### config.mk
export PLATFORM = sky130hd
export DESIGN_NAME = wireframe_line_draw_flat
export DESIGN_NICKNAME = d
export VERILOG_FILES = /design/src/rtl/wireframe_line_draw_if.sv /design/src/rtl/wireframe_line_draw.sv /design/src/flat_wrapper.sv
export SDC_FILE = /design/constraint.sdc
export NUM_CORES = 1
export LEC_CHECK = 0
export BUFFER_PORTS_ARGS = -buffer_cell sky130_fd_sc_hd__buf_2
export CORE_ASPECT_RATIO = 1.25
export CORE_MARGIN = 2
export CORE_UTILIZATION = 55
export DETAILED_ROUTE_END_ITERATION = 12
export PLACE_DENSITY = 0.82
export SYNTH_ARGS = -nofsm -noshare
export SYNTH_HDL_FRONTEND = slang
export SYNTH_SLANG_ARGS = --single-unit
### constraint.sdc
create_clock -name clk -period 10.05 [get_ports clk]
set_clock_uncertainty 0.2 [all_clocks]
set_input_delay 1.005 -clock clk [delete_from_list [all_inputs] [get_ports clk]]
set_output_delay 1.005 -clock clk [all_outputs]
set_load 0.05 [all_outputs]
### src/rtl/wireframe_line_draw_if.sv
// Handshake bundle between the line-draw requester, the rasterizer and the plot stage.
// Points are packed {x, y} so they can be compared and copied as one vector.
interface wireframe_line_draw_if #(
  parameter int unsigned COORD_W = 10
);

  typedef struct packed {
    logic [COORD_W-1:0] x;
    logic [COORD_W-1:0] y;
  } point_t;

  logic   start;
  point_t p0;
  point_t p1;
  logic   hold;
  logic   busy;
  logic   done;
  logic   plot;
  point_t plot_point;

  // Requester / plot-stage side
  modport master (
    output start,
    output p0,
    output p1,
    output hold,
    input  busy,
    input  done,
    input  plot,
    input  plot_point
  );

  // Rasterizer side
  modport slave (
    input  start,
    input  p0,
    input  p1,
    input  hold,
    output busy,
    output done,
    output plot,
    output plot_point
  );

endinterface

### src/rtl/wireframe_line_draw.sv
// Integer Bresenham line rasterizer: walks one pixel per clock from p0 to p1 and issues
// plot requests for on-screen pixels. Off-screen pixels are stepped through silently.
module wireframe_line_draw #(
  parameter int unsigned WIDTH   = 640,
  parameter int unsigned HEIGHT  = 480,
  parameter int unsigned COORD_W = 10
) (
  input logic                  clk,
  input logic                  n_rst,
  wireframe_line_draw_if.slave bus
);

  // Error term width; 2*err needs one extra bit on top of this.
  localparam int unsigned EW = COORD_W + 2;

  localparam logic [COORD_W:0] XLim = (COORD_W + 1)'(WIDTH);
  localparam logic [COORD_W:0] YLim = (COORD_W + 1)'(HEIGHT);

  typedef struct packed {
    logic [COORD_W-1:0] x;
    logic [COORD_W-1:0] y;
  } point_t;

  typedef enum logic [1:0] {
    StIdle,
    StInit,
    StDraw,
    StDone
  } state_e;

  state_e r_state, w_state_d;
  point_t r_cur, w_cur_d;
  point_t r_end, w_end_d;

  logic signed [EW-1:0] r_dx, w_dx_d;
  logic signed [EW-1:0] r_dy, w_dy_d;
  logic signed [EW-1:0] r_err, w_err_d;
  logic                 r_sx_neg, w_sx_neg_d;
  logic                 r_sy_neg, w_sy_neg_d;

  logic signed [EW-1:0] w_diff_x;
  logic signed [EW-1:0] w_diff_y;
  logic signed [EW:0]   w_e2;
  logic signed [EW:0]   w_dx_ext;
  logic signed [EW:0]   w_dy_ext;
  logic                 w_step_x;
  logic                 w_step_y;
  logic                 w_on_screen;

  // Endpoint deltas and Bresenham decision terms
  always_comb begin
    w_diff_x    = $signed({2'b00, r_end.x}) - $signed({2'b00, r_cur.x});
    w_diff_y    = $signed({2'b00, r_end.y}) - $signed({2'b00, r_cur.y});
    w_e2        = {r_err, 1'b0};
    w_dx_ext    = r_dx;
    w_dy_ext    = r_dy;
    w_step_x    = (w_e2 >= w_dy_ext);
    w_step_y    = (w_e2 <= w_dx_ext);
    w_on_screen = ({1'b0, r_cur.x} < XLim) && ({1'b0, r_cur.y} < YLim);
  end

  // Next-state and datapath update
  always_comb begin
    w_state_d  = r_state;
    w_cur_d    = r_cur;
    w_end_d    = r_end;
    w_dx_d     = r_dx;
    w_dy_d     = r_dy;
    w_err_d    = r_err;
    w_sx_neg_d = r_sx_neg;
    w_sy_neg_d = r_sy_neg;

    unique case (r_state)
      StIdle: begin
        if (bus.start) begin
          w_cur_d   = bus.p0;
          w_end_d   = bus.p1;
          w_state_d = StInit;
        end
      end

      StInit: begin
        w_sx_neg_d = w_diff_x[EW-1];
        w_sy_neg_d = w_diff_y[EW-1];
        w_dx_d     = w_diff_x[EW-1] ? -w_diff_x : w_diff_x;
        // dy is kept negative so both decision tests share the same form
        w_dy_d     = w_diff_y[EW-1] ? w_diff_y : -w_diff_y;
        w_err_d    = (w_diff_x[EW-1] ? -w_diff_x : w_diff_x)
                   + (w_diff_y[EW-1] ? w_diff_y : -w_diff_y);
        w_state_d  = StDraw;
      end

      StDraw: begin
        if (!bus.hold) begin
          if (r_cur == r_end) begin
            w_state_d = StDone;
          end else begin
            // Both tests use the pre-update error; both steps may apply together
            if (w_step_x) begin
              w_cur_d.x = r_sx_neg ? r_cur.x - COORD_W'(1) : r_cur.x + COORD_W'(1);
            end
            if (w_step_y) begin
              w_cur_d.y = r_sy_neg ? r_cur.y - COORD_W'(1) : r_cur.y + COORD_W'(1);
            end
            w_err_d = r_err + (w_step_x ? r_dy : '0) + (w_step_y ? r_dx : '0);
          end
        end
      end

      StDone: begin
        w_state_d = StIdle;
      end

      default: begin
        w_state_d = StIdle;
      end
    endcase
  end

  // State and datapath registers
  always_ff @(posedge clk or negedge n_rst) begin
    if (!n_rst) begin
      r_state  <= StIdle;
      r_cur    <= '0;
      r_end    <= '0;
      r_dx     <= '0;
      r_dy     <= '0;
      r_err    <= '0;
      r_sx_neg <= 1'b0;
      r_sy_neg <= 1'b0;
    end else begin
      r_state  <= w_state_d;
      r_cur    <= w_cur_d;
      r_end    <= w_end_d;
      r_dx     <= w_dx_d;
      r_dy     <= w_dy_d;
      r_err    <= w_err_d;
      r_sx_neg <= w_sx_neg_d;
      r_sy_neg <= w_sy_neg_d;
    end
  end

  // Outputs come from registered state; hold only gates the plot strobe
  always_comb begin
    bus.busy       = (r_state != StIdle);
    bus.done       = (r_state == StDone);
    bus.plot       = (r_state == StDraw) && !bus.hold && w_on_screen;
    bus.plot_point = r_cur;
  end

endmodule

### src/flat_wrapper.sv
// flat-port wrapper written by rule: the top's interface ports become plain ports
module wireframe_line_draw_flat 
#(
  parameter int unsigned WIDTH   = 640,
  parameter int unsigned HEIGHT  = 480,
  parameter int unsigned COORD_W = 10
)
  (clk, n_rst, bus_start, bus_p0, bus_p1, bus_hold, bus_busy, bus_done, bus_plot, bus_plot_point);
  wireframe_line_draw_if #(.COORD_W(COORD_W)) bus_i ();
  input logic clk;
  input logic n_rst;
  input wire logic [$bits(bus_i.start)-1:0] bus_start;
  input wire logic [$bits(bus_i.p0)-1:0] bus_p0;
  input wire logic [$bits(bus_i.p1)-1:0] bus_p1;
  input wire logic [$bits(bus_i.hold)-1:0] bus_hold;
  output wire logic [$bits(bus_i.busy)-1:0] bus_busy;
  output wire logic [$bits(bus_i.done)-1:0] bus_done;
  output wire logic [$bits(bus_i.plot)-1:0] bus_plot;
  output wire logic [$bits(bus_i.plot_point)-1:0] bus_plot_point;
  assign bus_i.start = bus_start;
  assign bus_i.p0 = bus_p0;
  assign bus_i.p1 = bus_p1;
  assign bus_i.hold = bus_hold;
  assign bus_busy = bus_i.busy;
  assign bus_done = bus_i.done;
  assign bus_plot = bus_i.plot;
  assign bus_plot_point = bus_i.plot_point;
  wireframe_line_draw #(.WIDTH(WIDTH), .HEIGHT(HEIGHT), .COORD_W(COORD_W)) u_core (.clk(clk), .n_rst(n_rst), .bus(bus_i));
endmodule
# Word-level counts from Yosys, hierarchy flattened
# Index checks and enable logic that the tools add are counted.
dict set report totals {
  ff_bits 80
  out_inout_bits 23
  elab_cells 67
}
dict set report classes {
  n_addsub 11
  magnitude_cmp 4
  n_eq_ne 10
  n_mux 19
  reduce_logical 13
}
# operator count
set op_table {}
lappend op_table {{two-way mux 12 bit} 6}
lappend op_table {{two-way mux 20 bit} 3}
lappend op_table {{two-way mux 10 bit} 4}
lappend op_table {{one-hot mux 20 bit (2 select lines)} 1}
lappend op_table {{adder 12 bit} 3}
lappend op_table {{negator 12 bit} 2}
lappend op_table {{one-hot mux 12 bit (2 select lines)} 1}
lappend op_table {{subtractor 10 x 10 -> 11 bit} 2}
lappend op_table {{adder 10 x 1 -> 10 bit, second input constant} 2}
lappend op_table {{== test 20 bit} 1}
lappend op_table {{subtractor 10 x 1 -> 10 bit, second input constant} 2}
lappend op_table {{greater-or-equal comparator 13 x 12 -> 1 bit} 1}
lappend op_table {{<= comparator 13 x 12 -> 1 bit} 1}
lappend op_table {{< comparator 10 bit, second input constant} 1}
lappend op_table {{< comparator 10 x 9 -> 1 bit, second input constant} 1}
lappend op_table {{AND reduction 5 bit} 2}
lappend op_table {{one-hot mux 2 bit (4 select lines)} 1}
lappend op_table {{two-way mux 2 bit} 3}
lappend op_table {{!= test 2 x 1 -> 1 bit, second input constant} 3}
lappend op_table {{!= test 2 bit, second input constant} 3}
lappend op_table {{AND reduction 3 bit} 2}
lappend op_table {{nonzero test 2 bit} 3}
lappend op_table {{== test 2 bit, second input constant} 2}
lappend op_table {{logical AND 1 bit} 3}
lappend op_table {{4 further kinds} 4}

# Logic depth before layout (Yosys ltp)
dict set report logic_depth {
  depth_word 7
  depth_mapped 22
  depth_no_buf 21
}

# Worst setup path after synthesis
# OpenSTA, ideal clock, no wires.
dict set report synth_timing {
  path_type {register to register}
  start {register u_core.r_err[11]}
  end {register u_core.r_err[10]}
  setup_ps 68
  arrival_time_ps 4469
  t_required_ps 9782
  slack_ps 5312
  path_stages_with_launch 20
  path_buffers 1
  path_cell_list {dfrtp_1 -> ha_1 -> nand4_1 -> or3_1 -> nand2b_1 -> a32oi_1 -> or2_2 -> clkbuf_1 -> nand2_1 -> fa_1 -> inv_1 -> ha_1 -> a21o_1 -> a21oi_1 -> o21ai_0 -> a2111oi_0 -> o41ai_1 -> xnor2_1 -> or3_1 -> nand3_1}
}
dict set report synth_between {
  elab_chain_len 7
  elab_cells_between_ends 9
  cone_classes {add/sub (2); order compare (2); mux (5)}
}
# element line_no
set synth_rtl {}
lappend synth_rtl {{start: declaration} wireframe_line_draw.sv:37} ;# logic signed [EW-1:0] r_err, w_err_d;
lappend synth_rtl {{start signal: assignment} wireframe_line_draw.sv:137} ;# r_err <= w_err_d;
lappend synth_rtl {{greater-or-equal comparator 13 x 12 -> 1 bit} wireframe_line_draw.sv:57} ;# w_step_x = (w_e2 >= w_dy_ext);
lappend synth_rtl {{two-way mux 12 bit} wireframe_line_draw.sv:105} ;# w_err_d = r_err + (w_step_x ? r_dy : '0) + (w_step_y ? r_dx : '0);
lappend synth_rtl {{adder 12 bit} wireframe_line_draw.sv:105}
lappend synth_rtl {{adder 12 bit (*)} wireframe_line_draw.sv:105}
lappend synth_rtl {{two-way mux 12 bit (*)} wireframe_line_draw.sv:95} ;# if (r_cur == r_end) begin
lappend synth_rtl {{two-way mux 12 bit (*)} wireframe_line_draw.sv:94} ;# if (!bus.hold) begin
lappend synth_rtl {{one-hot mux 12 bit (2 select lines) (*)} wireframe_line_draw.sv:73} ;# unique case (r_state)
# Mark *: on every way between the ends. The rest lies on a longest branch, timed or not. The select of a mux whose other input is x is not followed.
# A chain may end at the register's enable or synchronous reset.

# Final worst setup path
dict set report layout_timing {
  start {register u_core.r_err[9]}
  end {register u_core.r_err[11]}
}
# Same word-level chain as after synthesis.

==> impl_metrics.csv <==
group,metric,value,unit
status,status,"complete, no violations",
floorplanning,fp.dieArea,0.0143,mm2
timing,finalCriticalPeriod,5.08,ns
placed_design,dp_hpwl,13300,um
critical_path,path_class,"reg -> reg",
clock_network,cts_buffer_depth,2,
clock_network,insertion_delay,0.35,ns
detailed_routing,ant_nets,0,
synthesis,syn_inst,836,
final_layout,fillers,1126,
synthesis,synthesis.area,0.00736,mm2
final_layout,drive_gt1_share,16.3,%
synthesis,ys_seq_elements,80,
detailed_routing,drtIter0Drc,301,
detailed_routing,via_per_inst,5.71,
clock_network,cts_tree,"built",
clock_network,cts_max_level,3,
final_layout,most-common-layout-cells,"inv_1, ha_1, dfrtp_1, a21oi_1, buf_2",
timing,setup_viol,0,
synthesis,synth_warnings,0,
detailed_routing,dr.pass1.iters,5,
timing,tightest_slew,1.03,ns
flow_run,max_cap_violations,0,
synthesis,synth_nets,985,
synthesis,async_flop_share,100,%
detailed_routing,drcViolationCount,0,
placed_design,gp_congestion,0.923,
final_layout,nets,1047,
clock_network,postCtsSetupBuffers,0,
synthesis,syn-mean-instance-area,8.81,um2
final_layout,layout_commonest_cell,"inv_1",
timing,hold_viol_final,0,
synthesis,ys_seq_area_share,27.2,%
global_route,grt_pass1_vias,6278,
final_layout,area_delta_synth_final,11.3,%
global_route,grt_use_total,25.6,%
floorplanning,core,0.0132,mm2
placed_design,port-buffer-count,66,
clock_network,clk_pin_slew,0.06,ns
critical_path,end_kind,"register",
final_layout,num_antenna_cells,0,
floorplanning,io-pin-count,67,
timing,maxSlewViolCount,0,
timing,max_freq,197,MHz
detailed_routing,avgRoutedWirePerCell,16.1,um
synthesis,yosys.cell_types.count,67,
synthesis,synth_flop_cell,"dfrtp_1",
critical_path,cp_max_fo,10,
timing,rsz0062_at_grt,"false",
timing,whs,0.312,ns
floorplanning,die_y,133,um
floorplanning,row_count,47,
clock_network,cts_sinks,80,
clock_network,cts-root-buf,"clkbuf_16",
detailed_routing,vias,6129,
hold_path,worstHoldPathType,"reg -> reg",
global_route,antenna_found_initial,0,
critical_path,cp-start-kind,"register",
floorplanning,die_w,108,um
synthesis,synth_edf_count,0,
critical_path,arrival,5.07,ns
floorplanning,start_util,55.9,%
global_route,grt_pass1_wl,29200,um
detailed_routing,wl,17300,um
clock_network,holdBufCountCts,0,
clock_network,cts-resized-gates,0,
timing,finalCritPeriodShare,50.6,%
global_route,grt_start_max_net_pins,81,
timing,fin_tns_setup,0,ns
clock_network,cts_made_buffers,9,
final_layout,multiInputGateArea,0.00489,mm2
final_layout,regArea,0.00200,mm2
timing,slew_headroom,31.1,%
critical_path,required,10.04,ns
global_route,grt.overflow.total,0,
per-stage QoR:
stage	instance area (um2)	setup slack, ns	instances	util (%)
floorplan	7360	5.31	836	-
global placement	7880	5.08	1058	59.8
detailed placement	7880	4.98	1058	59.8
CTS	8200	4.96	1074	62.2
global route	8200	4.46	1074	62.2
finish	8200	4.97	1074	62.2
state kept, by name, indices dropped and copies added (netlist names):
name                   cells
u_core.bus.plot_point     20
u_core.r_end              20
u_core.r_dx               12
u_core.r_dy               12
u_core.r_err              12
u_core.r_state             2
u_core.r_sx_neg            1
u_core.r_sy_neg            1
kinds of logic (layout without fill, tap and decap cells):
group                      after synthesis  after routing  share of synthesized area [%]
AOI/OAI and AO/OA                      186            186                           16.3
xor gates and xnor gates                55             55                           6.54
adders and majority gates              105            105                           19.6
buffers and inverters                  124            191                           6.40
DFF                                     80             80                           27.2
muxes                                   58             58                           8.58
and+or+nand+nor                        228            228                           15.4
synthesized netlist by cell type, drive strengths merged, types with 17 or more instances:
master,number,area share (%)
inv,102,5.2
ha,88,15
dfrtp,80,27
a21oi,68,4.6
nor2,65,3.3
nand2,63,3.2
o21ai,42,2.9
mux2,41,6.3
xnor2,32,3.8
xor2,23,2.7
a21o,20,2.0
nor3,19,1.3
fa,17,4.6
mux2i,17,2.3
critical path: stages (launching register included):
cell	delay, ns
dfrtp_1	0.40
ha_1	0.32
a21o_1	0.19
a2111oi_0	0.52
a32oi_1	0.23
or2_2	0.41
nand2_1	0.12
fa_1	0.42
inv_1	0.07
ha_1	0.17
inv_1	0.06
fa_1	0.37
nor2b_1	0.15
o21ai_0	0.12
a21o_1	0.21
a31oi_1	0.22
a31oi_1	0.14
nor3b_1	0.16
mux2i_1	0.27
o311ai_1	0.15
metal layers:
metal / track usage, % / vias up / part of all wire (%)
met4: 12.3 / 0 / 4.0
met1: 31.7 / 2888 / 42
li1: - / 3041 / -
met2: 44.0 / 160 / 50
met5: 0 / - / 0
met3: 3.03 / 40 / 4.1
worst paths after layout:
path                                 start                       end  slack (ns)  cells after the start
max in group asynchronous            n_rst            u_core.r_dy[9]        8.34                      1
hold / removal             u_core.r_end[4]           u_core.r_end[4]        0.31                      1
setup / recovery           u_core.r_err[9]          u_core.r_err[11]        4.97                     19
setup reg to reg           u_core.r_err[9]          u_core.r_err[11]        4.97                     19
min in group asynchronous            n_rst  u_core.bus.plot_point[4]        0.59                      1
hold reg to reg            u_core.r_end[4]           u_core.r_end[4]        0.31                      1
layout make-up:
class,instances,share of cell area [%]
inverters,102,4.67
flip-flops and latches,80,24.4
clock buffers,10,2.79
well taps,171,2.61
multi-input cells,632,59.7
clock inverters,6,1.13
repair buffers,73,4.70
Power is left out: the tool's default activity adds up to more than one toggle a clock period on the data nets, which glitch-free logic cannot reach.
